**config.mk**
```make
export PLATFORM = sky130hd
export DESIGN_NAME = tcoder_ctrl_flat
export DESIGN_NICKNAME = d
export VERILOG_FILES = /design/src/rtl/tcoder_ctrl_pkg.sv /design/src/rtl/tcoder_ctrl_if.sv /design/src/rtl/tc_qp_split.sv /design/src/rtl/tcoder_ctrl.sv /design/src/flat_wrapper.sv
export SDC_FILE = /design/constraint.sdc
export NUM_CORES = 1
export LEC_CHECK = 0
export ABC_AREA = 1
export CORE_MARGIN = 5
export CORE_UTILIZATION = 54
export DETAILED_ROUTE_END_ITERATION = 8
export HOLD_SLACK_MARGIN = 0.15
export PLACE_DENSITY = 0.8
export SYNTH_ARGS = -nofsm -noshare
export SYNTH_HDL_FRONTEND = slang
export SYNTH_SLANG_ARGS = --single-unit
```
**constraint.sdc**
```tcl
create_clock -name clk -period 2.2 [get_ports clk]
set_clock_uncertainty 0.1 [all_clocks]
set_input_delay 0.44 -clock clk [delete_from_list [all_inputs] [get_ports clk]]
set_output_delay 0.44 -clock clk [all_outputs]
set_load 0.05 [all_outputs]
```
**src/rtl/tcoder_ctrl_pkg.sv**
```systemverilog
// Shared transform-coding definitions: QP limits, stage indices and the per-stage record.
package tcoder_ctrl_pkg;

    localparam int unsigned QP_W      = 6;
    localparam int unsigned QP_BY6_W  = 4;
    localparam int unsigned QP_MOD6_W = 3;
    localparam int unsigned TAG_MAX_W = 32;
    localparam int unsigned BLK_CNT_W = 16;

    localparam logic [QP_W-1:0] QP_MAX = QP_W'(51);

    // Pipeline order: forward transform, forward quantize, inverse quantize, inverse transform.
    localparam int unsigned STG_FT = 0;
    localparam int unsigned STG_FQ = 1;
    localparam int unsigned STG_IQ = 2;
    localparam int unsigned STG_IT = 3;

    // Tag field is sized for the widest supported TAG_W; the top uses the low TAG_W bits.
    typedef struct packed {
        logic                  valid;
        logic [TAG_MAX_W-1:0]  tag;
        logic [QP_W-1:0]       qp;
        logic [QP_BY6_W-1:0]   qp_by6;
        logic [QP_MOD6_W-1:0]  qp_mod6;
    } tc_stage_t;

endpackage

```
**src/rtl/tcoder_ctrl_if.sv**
```systemverilog
// Block-issue and reconstructed-block handshakes between residual source, controller and sink.
interface tcoder_ctrl_if
    import tcoder_ctrl_pkg::*;
#(
    parameter int unsigned TAG_W = 8
);

    logic             in_valid;
    logic             in_ready;
    logic [QP_W-1:0]  in_qp;
    logic [TAG_W-1:0] in_tag;
    logic             out_valid;
    logic             out_ready;
    logic [TAG_W-1:0] out_tag;
    logic [QP_W-1:0]  out_qp;

    modport master (
        output in_valid, in_qp, in_tag, out_ready,
        input  in_ready, out_valid, out_tag, out_qp
    );

    modport slave (
        input  in_valid, in_qp, in_tag, out_ready,
        output in_ready, out_valid, out_tag, out_qp
    );

endinterface

```
**src/rtl/tc_qp_split.sv**
```systemverilog
// Clamps QP to QP_MAX and splits it into QP/6 and QP%6 (purely combinational).
module tc_qp_split
    import tcoder_ctrl_pkg::*;
(
    input  logic [QP_W-1:0]      qp_i,
    output logic [QP_W-1:0]      qp_o,
    output logic [QP_BY6_W-1:0]  by6_o,
    output logic [QP_MOD6_W-1:0] mod6_o
);

    logic [11:0] prod_c;

    // x*43>>8 equals x/6 exactly for every x in 0..51
    always_comb begin
        qp_o   = (qp_i > QP_MAX) ? QP_MAX : qp_i;
        prod_c = 12'(qp_o) * 12'd43;
        by6_o  = QP_BY6_W'(prod_c >> 8);
        mod6_o = QP_MOD6_W'(qp_o - QP_W'(by6_o) * QP_W'(6));
    end

endmodule

```
**src/rtl/tcoder_ctrl.sv**
```systemverilog
// 4x4 transform-coding pipeline sequencer: per-stage valid/tag/QP tracking with
// elastic backpressure, flush, and a completed-block counter.
module tcoder_ctrl
    import tcoder_ctrl_pkg::*;
#(
    parameter int unsigned NUM_STAGES = 4,
    parameter int unsigned TAG_W      = 8
)(
    input  logic                  clk,
    input  logic                  reset,
    tcoder_ctrl_if.slave          bus,
    input  logic                  flush,
    output logic [NUM_STAGES-1:0] stage_en,
    output logic [QP_BY6_W-1:0]   q_qp_by6,
    output logic [QP_MOD6_W-1:0]  q_qp_mod6,
    output logic [QP_BY6_W-1:0]   iq_qp_by6,
    output logic [QP_MOD6_W-1:0]  iq_qp_mod6,
    output logic                  busy,
    output logic [BLK_CNT_W-1:0]  blk_count
);

    localparam int unsigned LAST = NUM_STAGES - 1;

    tc_stage_t stg_q [NUM_STAGES];
    tc_stage_t stg_d [NUM_STAGES];

    logic [NUM_STAGES-1:0] vld_c;
    logic [NUM_STAGES-1:0] able_c;
    logic [NUM_STAGES-1:0] en_c;
    logic                  rdy_c;
    logic                  accept_c;
    logic                  out_hs_c;
    logic [QP_W-1:0]       qp_clamp_c;
    logic [QP_BY6_W-1:0]   qp_by6_c;
    logic [QP_MOD6_W-1:0]  qp_mod6_c;
    logic [BLK_CNT_W-1:0]  blk_count_q;
    logic                  stg_last_unused;

    tc_qp_split u_qp_split (
        .qp_i   (bus.in_qp),
        .qp_o   (qp_clamp_c),
        .by6_o  (qp_by6_c),
        .mod6_o (qp_mod6_c)
    );

    // Stage k can move unless it and every stage after it is full with the sink stalled.
    for (genvar k = 0; k < NUM_STAGES; k++) begin : g_stage
        assign vld_c[k]  = stg_q[k].valid;
        assign able_c[k] = bus.out_ready || !(&vld_c[LAST:k]);
    end

    always_comb begin
        rdy_c    = able_c[0] && !flush;
        accept_c = bus.in_valid && rdy_c;
        en_c     = '0;
        en_c[0]  = accept_c;
        for (int k = 1; k < NUM_STAGES; k++) begin
            en_c[k] = vld_c[k-1] && able_c[k] && !flush;
        end
    end

    always_comb begin
        stg_d = stg_q;
        if (flush) begin
            for (int k = 0; k < NUM_STAGES; k++) begin
                stg_d[k].valid = 1'b0;
            end
        end else begin
            if (able_c[0]) begin
                stg_d[0].valid = accept_c;
                if (accept_c) begin
                    stg_d[0].tag     = TAG_MAX_W'(bus.in_tag);
                    stg_d[0].qp      = qp_clamp_c;
                    stg_d[0].qp_by6  = qp_by6_c;
                    stg_d[0].qp_mod6 = qp_mod6_c;
                end
            end
            for (int k = 1; k < NUM_STAGES; k++) begin
                if (able_c[k]) begin
                    if (vld_c[k-1]) begin
                        stg_d[k] = stg_q[k-1];
                    end else begin
                        stg_d[k].valid = 1'b0;
                    end
                end
            end
        end
    end

    assign out_hs_c = vld_c[LAST] && bus.out_ready;

    always_ff @(posedge clk or negedge reset) begin
        if (!reset) begin
            for (int k = 0; k < NUM_STAGES; k++) begin
                stg_q[k] <= '0;
            end
            blk_count_q <= '0;
        end else begin
            stg_q <= stg_d;
            if (out_hs_c) begin
                blk_count_q <= blk_count_q + BLK_CNT_W'(1);
            end
        end
    end

    // Ready and the accept enable are masked while reset is held so nothing looks live.
    assign bus.in_ready  = rdy_c && reset;
    assign stage_en      = reset ? en_c : '0;
    assign bus.out_valid = vld_c[LAST];
    assign bus.out_tag   = stg_q[LAST].tag[TAG_W-1:0];
    assign bus.out_qp    = stg_q[LAST].qp;
    assign q_qp_by6      = stg_q[STG_FT].qp_by6;
    assign q_qp_mod6     = stg_q[STG_FT].qp_mod6;
    assign iq_qp_by6     = stg_q[STG_FQ].qp_by6;
    assign iq_qp_mod6    = stg_q[STG_FQ].qp_mod6;
    assign busy          = |vld_c;
    assign blk_count     = blk_count_q;

    assign stg_last_unused = ^{stg_q[LAST].tag, stg_q[LAST].qp_by6, stg_q[LAST].qp_mod6};

endmodule

```
**src/flat_wrapper.sv**
```systemverilog
// flat-port wrapper written by rule: the top's interface ports become plain ports
module tcoder_ctrl_flat import tcoder_ctrl_pkg::*;
#(
    parameter int unsigned NUM_STAGES = 4,
    parameter int unsigned TAG_W      = 8
)
  (clk, reset, flush, stage_en, q_qp_by6, q_qp_mod6, iq_qp_by6, iq_qp_mod6, busy, blk_count, bus_in_valid, bus_in_qp, bus_in_tag, bus_out_ready, bus_in_ready, bus_out_valid, bus_out_tag, bus_out_qp);
  tcoder_ctrl_if #(.TAG_W(TAG_W)) bus_i ();
  input  logic clk;
  input  logic reset;
  input  logic flush;
  output logic [NUM_STAGES-1:0] stage_en;
  output logic [QP_BY6_W-1:0] q_qp_by6;
  output logic [QP_MOD6_W-1:0] q_qp_mod6;
  output logic [QP_BY6_W-1:0] iq_qp_by6;
  output logic [QP_MOD6_W-1:0] iq_qp_mod6;
  output logic busy;
  output logic [BLK_CNT_W-1:0] blk_count;
  input wire logic [$bits(bus_i.in_valid)-1:0] bus_in_valid;
  input wire logic [$bits(bus_i.in_qp)-1:0] bus_in_qp;
  input wire logic [$bits(bus_i.in_tag)-1:0] bus_in_tag;
  input wire logic [$bits(bus_i.out_ready)-1:0] bus_out_ready;
  output wire logic [$bits(bus_i.in_ready)-1:0] bus_in_ready;
  output wire logic [$bits(bus_i.out_valid)-1:0] bus_out_valid;
  output wire logic [$bits(bus_i.out_tag)-1:0] bus_out_tag;
  output wire logic [$bits(bus_i.out_qp)-1:0] bus_out_qp;
  assign bus_i.in_valid = bus_in_valid;
  assign bus_i.in_qp = bus_in_qp;
  assign bus_i.in_tag = bus_in_tag;
  assign bus_i.out_ready = bus_out_ready;
  assign bus_in_ready = bus_i.in_ready;
  assign bus_out_valid = bus_i.out_valid;
  assign bus_out_tag = bus_i.out_tag;
  assign bus_out_qp = bus_i.out_qp;
  tcoder_ctrl #(.NUM_STAGES(NUM_STAGES), .TAG_W(TAG_W)) u_core (.clk(clk), .reset(reset), .bus(bus_i), .flush(flush), .stage_en(stage_en), .q_qp_by6(q_qp_by6), .q_qp_mod6(q_qp_mod6), .iq_qp_by6(iq_qp_by6), .iq_qp_mod6(iq_qp_mod6), .busy(busy), .blk_count(blk_count));
endmodule
```
; ---- After elaboration in Yosys (flattened, before gate mapping)
; Index checks and enable logic that the tools add are counted.
[op_classes]
reduce_logical = 31
add_sub_neg = 2
multipliers = 2
n_bitwise = 1
muxes = 17
magnitude_cmp = 1
[ops]
columns = operator, count
row1 = two-way mux 46 bit, 4
row2 = two-way mux 21 bit, 4
row3 = adder 16 x 1 -> 16 bit (second input constant), 1
row4 = AND reduction 3 bit, 5
row5 = multiplier 6 x 6 -> 12 bit (second input constant), 1
row6 = logical AND 1 bit, 10
row7 = nonzero test 2 bit, 4
row8 = two-way mux 1 bit, 7
row9 = greater-than comparator 6 bit (second input constant), 1
row10 = two-way mux 6 bit, 1
row11 = zero test 1 bit, 5
row12 = logical OR 1 bit, 4
row13 = multiplier 4 x 2 -> 2 bit (second input constant), 1
row14 = two-way mux 4 bit, 1
row15 = AND reduction 4 bit, 1
row16 = OR reduction 4 bit, 1
row17 = subtractor 3 bit, 1
row18 = AND reduction 2 bit, 1
row19 = inverter 1 bit, 1
[word_totals]
in_bits = 19
output_inout_bits = 51
wordCells = 75
reg_bits = 104

; ---- Depth between registers and ports, before layout
[depth]
depth_word = 8
ltp_mapped = 23
ltp_nobuf = 23

; ---- Cells and area by module
; A second synthesis with hierarchy kept.
[hier_totals]
cells_unflattened = 549
area_unflattened_um2 = 4835.9
[by_module_without_submodules]
columns = mod, cells_per_inst, area_each_um2, seq_area_each_um2, instances
row1 = tcoder_ctrl, 429, 4002.6, 2252.2, 1
row2 = tc_qp_split, 120, 833.3, 0.0, 1

; ---- Worst setup path after synthesis
; OpenSTA, ideal clock, no wires.
[synth_path]
path_type = input port to flip-flop
from = in bus_in_qp[4]
to = reg u_core.stg_q, in the netlist u_core.q_qp_mod6[2]
setup_slack_ps = -1767
path_buffers = 0
stages = 23
setup_time_ps = 117
required_time_ps = 1983
arrival_ps = 3750
path_cell_list = ha_1 o21ai_4 inv_1 nor2_1 inv_1 o21bai_1 fa_1 fa_1 inv_1 ha_1 nand2_1 nor2_1 a211oi_1 nand2_1 nand2_1 nand2_1 ha_1 xor2_1 inv_1 nand2_1 nand3_1 nand2_1 nand2_1
[synth_between]
elab_chain_len = 5
[synth_rtl]
columns = item, line_no
row1 = "start, declared", flat_wrapper.sv:20  ; input wire logic [$bits(bus_i.in_qp)-1:0] bus_in_qp;
row2 = greater-than comparator 6 bit, tc_qp_split.sv:15  ; qp_o = (qp_i > QP_MAX) ? QP_MAX : qp_i;
row3 = two-way mux 6 bit, tc_qp_split.sv:15
row4 = via u_core.qp_clamp_c[1], tcoder_ctrl.sv:33  ; logic [QP_W-1:0] qp_clamp_c;
row5 = multiplier 6 x 6 -> 12 bit, tc_qp_split.sv:16  ; prod_c = 12'(qp_o) * 12'd43;
row6 = via u_core.qp_by6_c[0], tcoder_ctrl.sv:34  ; logic [QP_BY6_W-1:0] qp_by6_c;
row7 = multiplier 4 x 2 -> 2 bit, tc_qp_split.sv:18  ; mod6_o = QP_MOD6_W'(qp_o - QP_W'(by6_o) * QP_W'(6));
row8 = subtractor 3 bit, tc_qp_split.sv:18
row9 = "end signal, assigned", tcoder_ctrl.sv:99  ; stg_q <= stg_d;
row10 = "end, declared", tcoder_ctrl.sv:24  ; tc_stage_t stg_q [NUM_STAGES];
; The timed path passes the listed nets, and every way through them passes these cells.
; A chain may end at the register's enable or synchronous reset.

; ---- Worst setup path in the final report
[layout_path]
from = in bus_in_qp[5]
to = reg u_core.stg_q, in the netlist u_core.q_qp_mod6[2]
; The elaborated chain is that of the path after synthesis.

==> results by stage <==
Critical path:
- The cell count of the worst reg-to-reg path is 9.
- Along the worst path, the maximum fanout reaches 7.
- The kind of launch point of the worst setup path is an input port.
- The reg-to-reg endpoint is u_core.blk_count[12]$_DFFE_PN0P_.
- The critical register-to-register path startpoint is u_core.blk_count[1]$_DFFE_PN0P_.
- The data arrival time of the critical path is 3670 ps.
- For the worst setup path, the data required time is roughly 2400 ps.
- The category of the worst setup path capture point is a register.
- The setup check on the worst reg-to-reg path leaves a slack of roughly 330 ps.
- The worst setup path category is input port to register.

Finish:
- The area growth from synthesis to final layout is 33.8%.
- The proportion of layout cells with a drive suffix above 1 is 25.7%.
- The net count of the finished layout is roughly 620.
- The repair_antennas step left the layout with diodes totalling 0.
- Once layout is done, the placed cells without fillers occupy ~5900 sq um.
- The count of placed standard cells in the final layout, fillers left out is 681.

Detailed routing:
- In this run, the number of DRC markers left after iteration 0 of detailed routing was 241.
- The routed wire length is between 9000 and 10,000 um.
- After detailed routing, the average wire length per cell comes to 14.3 um.
- The routed layout has ~3,400 vias.
- The average via count per standard cell is 4.99.
- The pre-antenna-repair detailed-routing pass consisted of 4 iterations.
- In the routed design, unresolved DRC markers number 0.
- The detail route stage leaves a number of antenna-violating nets equal to 0.

Floorplanning:
- The number of placed I/O pins is 70.
- The core footprint is 8130 sq um.
- The area enclosed by the die boundary is 10,100 sq um.
- From left edge to right edge, the die measures 101 um.
- From bottom edge to top edge, the die measures 101 um.
- The initial utilization of the core area, before any placement, comes to 54.6%.
- The floorplan has 33 rows.

STA:
- The clock period minus worst slack is about 3500 ps.
- The count of endpoints failing hold in the final timing report was 0.
- Setup repair after global routing could not meet its margin everywhere.
- The setup total negative slack is -6340 ps.
- The number of max-slew violations in the final report is 0.
- Derived from the worst setup path, the maximum achievable clock frequency is 284 MHz.
- The actual slew at the worst max-slew pin is 1070 ps.
- The final worst-path cycle share is 160%.
- The worst pin sits at a relative slew slack of 28.6%.
- The setup slack of the critical path after layout is -1320 ps.
- Setup violations remaining at the end of the flow were counted as 6.

Job:
- The max-capacitance violation count is 0.

Hold path:
- The worst hold path belongs to the class input port to async pin.

Clock network:
- The number of clock buffers added by TritonCTS is 9.
- TritonCTS built the clock tree.
- The clock network latency to the later pin of the worst-skew pair is 350 ps.
- The maximum clock path buffer count is 2.
- Clock-pin slew was measured on the worst setup and hold paths at 90 ps.
- The CTS sink count is just under 90.
- The clock tree root buffer cell is sky130_fd_sc_hd__clkbuf_8.
- The H-tree depth reported by CTS is 3.

Place:
- The detailed-placement wirelength estimate is between 6000 and 7000 um.
- During placement, the flow inserted port buffers numbering 69.
- The final weighted congestion of routability-driven global placement is 0.846.
- Once placement finished, the instance area stood at 5480 sq um.
- After detailed placement, the design holds a cell count of 653.

Yosys:
- The mean cell area of the mapped netlist is 9.31 sq um.
- Counting flops and latches in the post-synthesis netlist gives 88.
- The sequential share of the synthesized area is 49.6%.
- The instance count of the mapped netlist is 477.
- The synthesized netlist occupies a cell area of 4440 sq um.
- The count of different cell masters after synthesis is 35.
- When the netlist entered floorplanning its net count stood at between 500 and 600.
- For this run, the number of Yosys warnings is 0.

Global routing:
- The number of antenna violations at the first check in global routing came to 0.
- The wire length of the first global-routing pass is 16,200 um.
- The global-route total usage across every layer is 20.2%.
- For this run the aggregate overflow at the end of global routing stands at 0.
- The largest net degree at the start of global routing is slightly below 90.
- The number of global-route vias before repair came to 3,456.

Pwr:
- The static power due to leakage is 0.00306 uW.
- The total power divided by cell area is between 900 and 1000 nW/um^2.
- IR analysis of the VDD net gives a maximum drop of 0.453 mV.

Run status:
- The flow ran to the end, but the final reports show violations.
- The final reports fail on negative setup slack.
==> cells in the mapped netlist (all sizes together) <==
cell	n	share of area (%)
buf	36	5.6
fa	4	1.8
o31ai	1	0.17
nand2	84	7.3
a31oi	1	0.14
nand3	17	2.3
o21bai	2	0.34
clkbuf	3	0.25
nor3	3	0.70
nand4	6	0.99
dfrtp	88	50
a211oi	1	0.17
nand3b	2	0.62
o21ai	50	5.9
ha	25	7.0
inv	72	6.1
mux2	7	1.8
xor2	12	2.4
a21oi	19	2.1
a21o	1	0.17
nor2	39	3.8
xnor2	4	0.79
==> worst max-delay path by stage <==
stage	endpoint	slack (ps)	depth (start not counted)	start
floorplan	u_core.q_qp_mod6[2]$_DFFE_PN0P_	-1370	23	bus_in_qp[4]
global placement	u_core.q_qp_mod6[2]$_DFFE_PN0P_	-1930	23	bus_in_qp[4]
detailed placement	u_core.q_qp_mod6[2]$_DFFE_PN0P_	-2090	21	bus_in_qp[5]
CTS	u_core.q_qp_mod6[2]$_DFFE_PN0P_	-1260	24	bus_in_qp[5]
global route	u_core.q_qp_mod6[2]$_DFFE_PN0P_	-1520	24	bus_in_qp[5]
finish	u_core.q_qp_mod6[2]$_DFFE_PN0P_	-1320	24	bus_in_qp[5]
==> critical path: stages <==
cell                       delay [ps]
sky130_fd_sc_hd__buf_8            100
sky130_fd_sc_hd__ha_4             160
sky130_fd_sc_hd__o21ai_4          110
sky130_fd_sc_hd__nand2_2          130
sky130_fd_sc_hd__inv_2             90
sky130_fd_sc_hd__ha_4             120
sky130_fd_sc_hd__inv_2             30
sky130_fd_sc_hd__fa_1             470
sky130_fd_sc_hd__fa_1             510
sky130_fd_sc_hd__inv_2             50
sky130_fd_sc_hd__ha_4             220
sky130_fd_sc_hd__nand2_4           70
sky130_fd_sc_hd__nor2_2            40
sky130_fd_sc_hd__a211oi_2         210
sky130_fd_sc_hd__nand2_1           80
sky130_fd_sc_hd__nand2_1          110
sky130_fd_sc_hd__nand2_2           80
sky130_fd_sc_hd__ha_4             170
sky130_fd_sc_hd__xor2_2           160
sky130_fd_sc_hd__inv_1             60
sky130_fd_sc_hd__nand2_1           80
sky130_fd_sc_hd__nand3_1           70
sky130_fd_sc_hd__nand2_1           60
sky130_fd_sc_hd__nand2_1           40
==> what timing repair did <==
item | CTS | global route
hold buffers | 0 | 0
gates resized for setup | 43 | 17
setup endpoints to repair | 10 | 12
setup buffers | 10 | 5
pin swaps | 21 | 22
==> per-stage QoR <==
stage	total power (uW)	utilization (%)	hold WS (ps)	setup WS, ps
6_report	5870	73.1	277	-1320
5_1_grt	6190	73.1	359	-1520
4_1_cts	5850	72.0	313	-1260
3_5_place_dp	4410	67.3	361	-2090
3_3_place_gp	4330	67.3	357	-1930
2_1_floorplan	3830	-	44.4	-1370
==> logic make-up (layout without fill, tap and decap cells) <==
kind of cell / Yosys count / after routing / synth area share [%]
flops: 88 / 88 / 49.6
mux: 7 / 7 / 1.77
compound gates: 75 / 75 / 9.01
buf+inv: 111 / 210 / 11.9
simple gates: 151 / 151 / 15.7
xor+xnor: 16 / 16 / 3.15
fa+ha+maj: 29 / 29 / 8.85
==> cells in the final DEF, fill, tap and decap left out, drive strengths merged, types with 6 or more instances in the layout <==
cell	instances
nand3	17
clkbuf	9
clkdlybuf4s50	50
mux2	7
o21ai	50
nand4	6
nor2	39
inv	74
buf	65
xor2	12
dfrtp	88
a21oi	19
ha	25
nand2	84
==> metal layers <==
metal / global-route usage [%] / routed length [um] / vias up
li1: - / - / 1670
met2: 37.3 / 5290 / 65
met3: 2.77 / 346 / 18
met4: 8.19 / 258 / 0
met5: 0 / 0 / -
met1: 23.3 / 3870 / 1645
==> sequential cells by signal, summed over array words and instances, names as in the netlist <==
register / flops
u_core.bus.out_valid: 1
u_core.bus.out_tag: 8
u_core.q_qp_mod6: 3
u_core.stg_q: 44
u_core.q_qp_by6: 4
u_core.iq_qp_mod6: 3
u_core.iq_qp_by6: 4
u_core.bus.out_qp: 5
u_core.blk_count: 16
==> cell type report <==
class	instances	area, sq um
flip-flops and latches	88	2200
well taps	105	131
multi-input cells	278	1920
inverters	72	270
repair buffers	122	1160
clock inverters	7	125
clock buffers	9	124
fillers	563	2190
==> report_power, final <==
group | internal (uW) | switching [uW]
combinational | 903 | 1470
sequential | 1950 | 201
clock | 766 | 580
(Power assumes the default switching activity.)
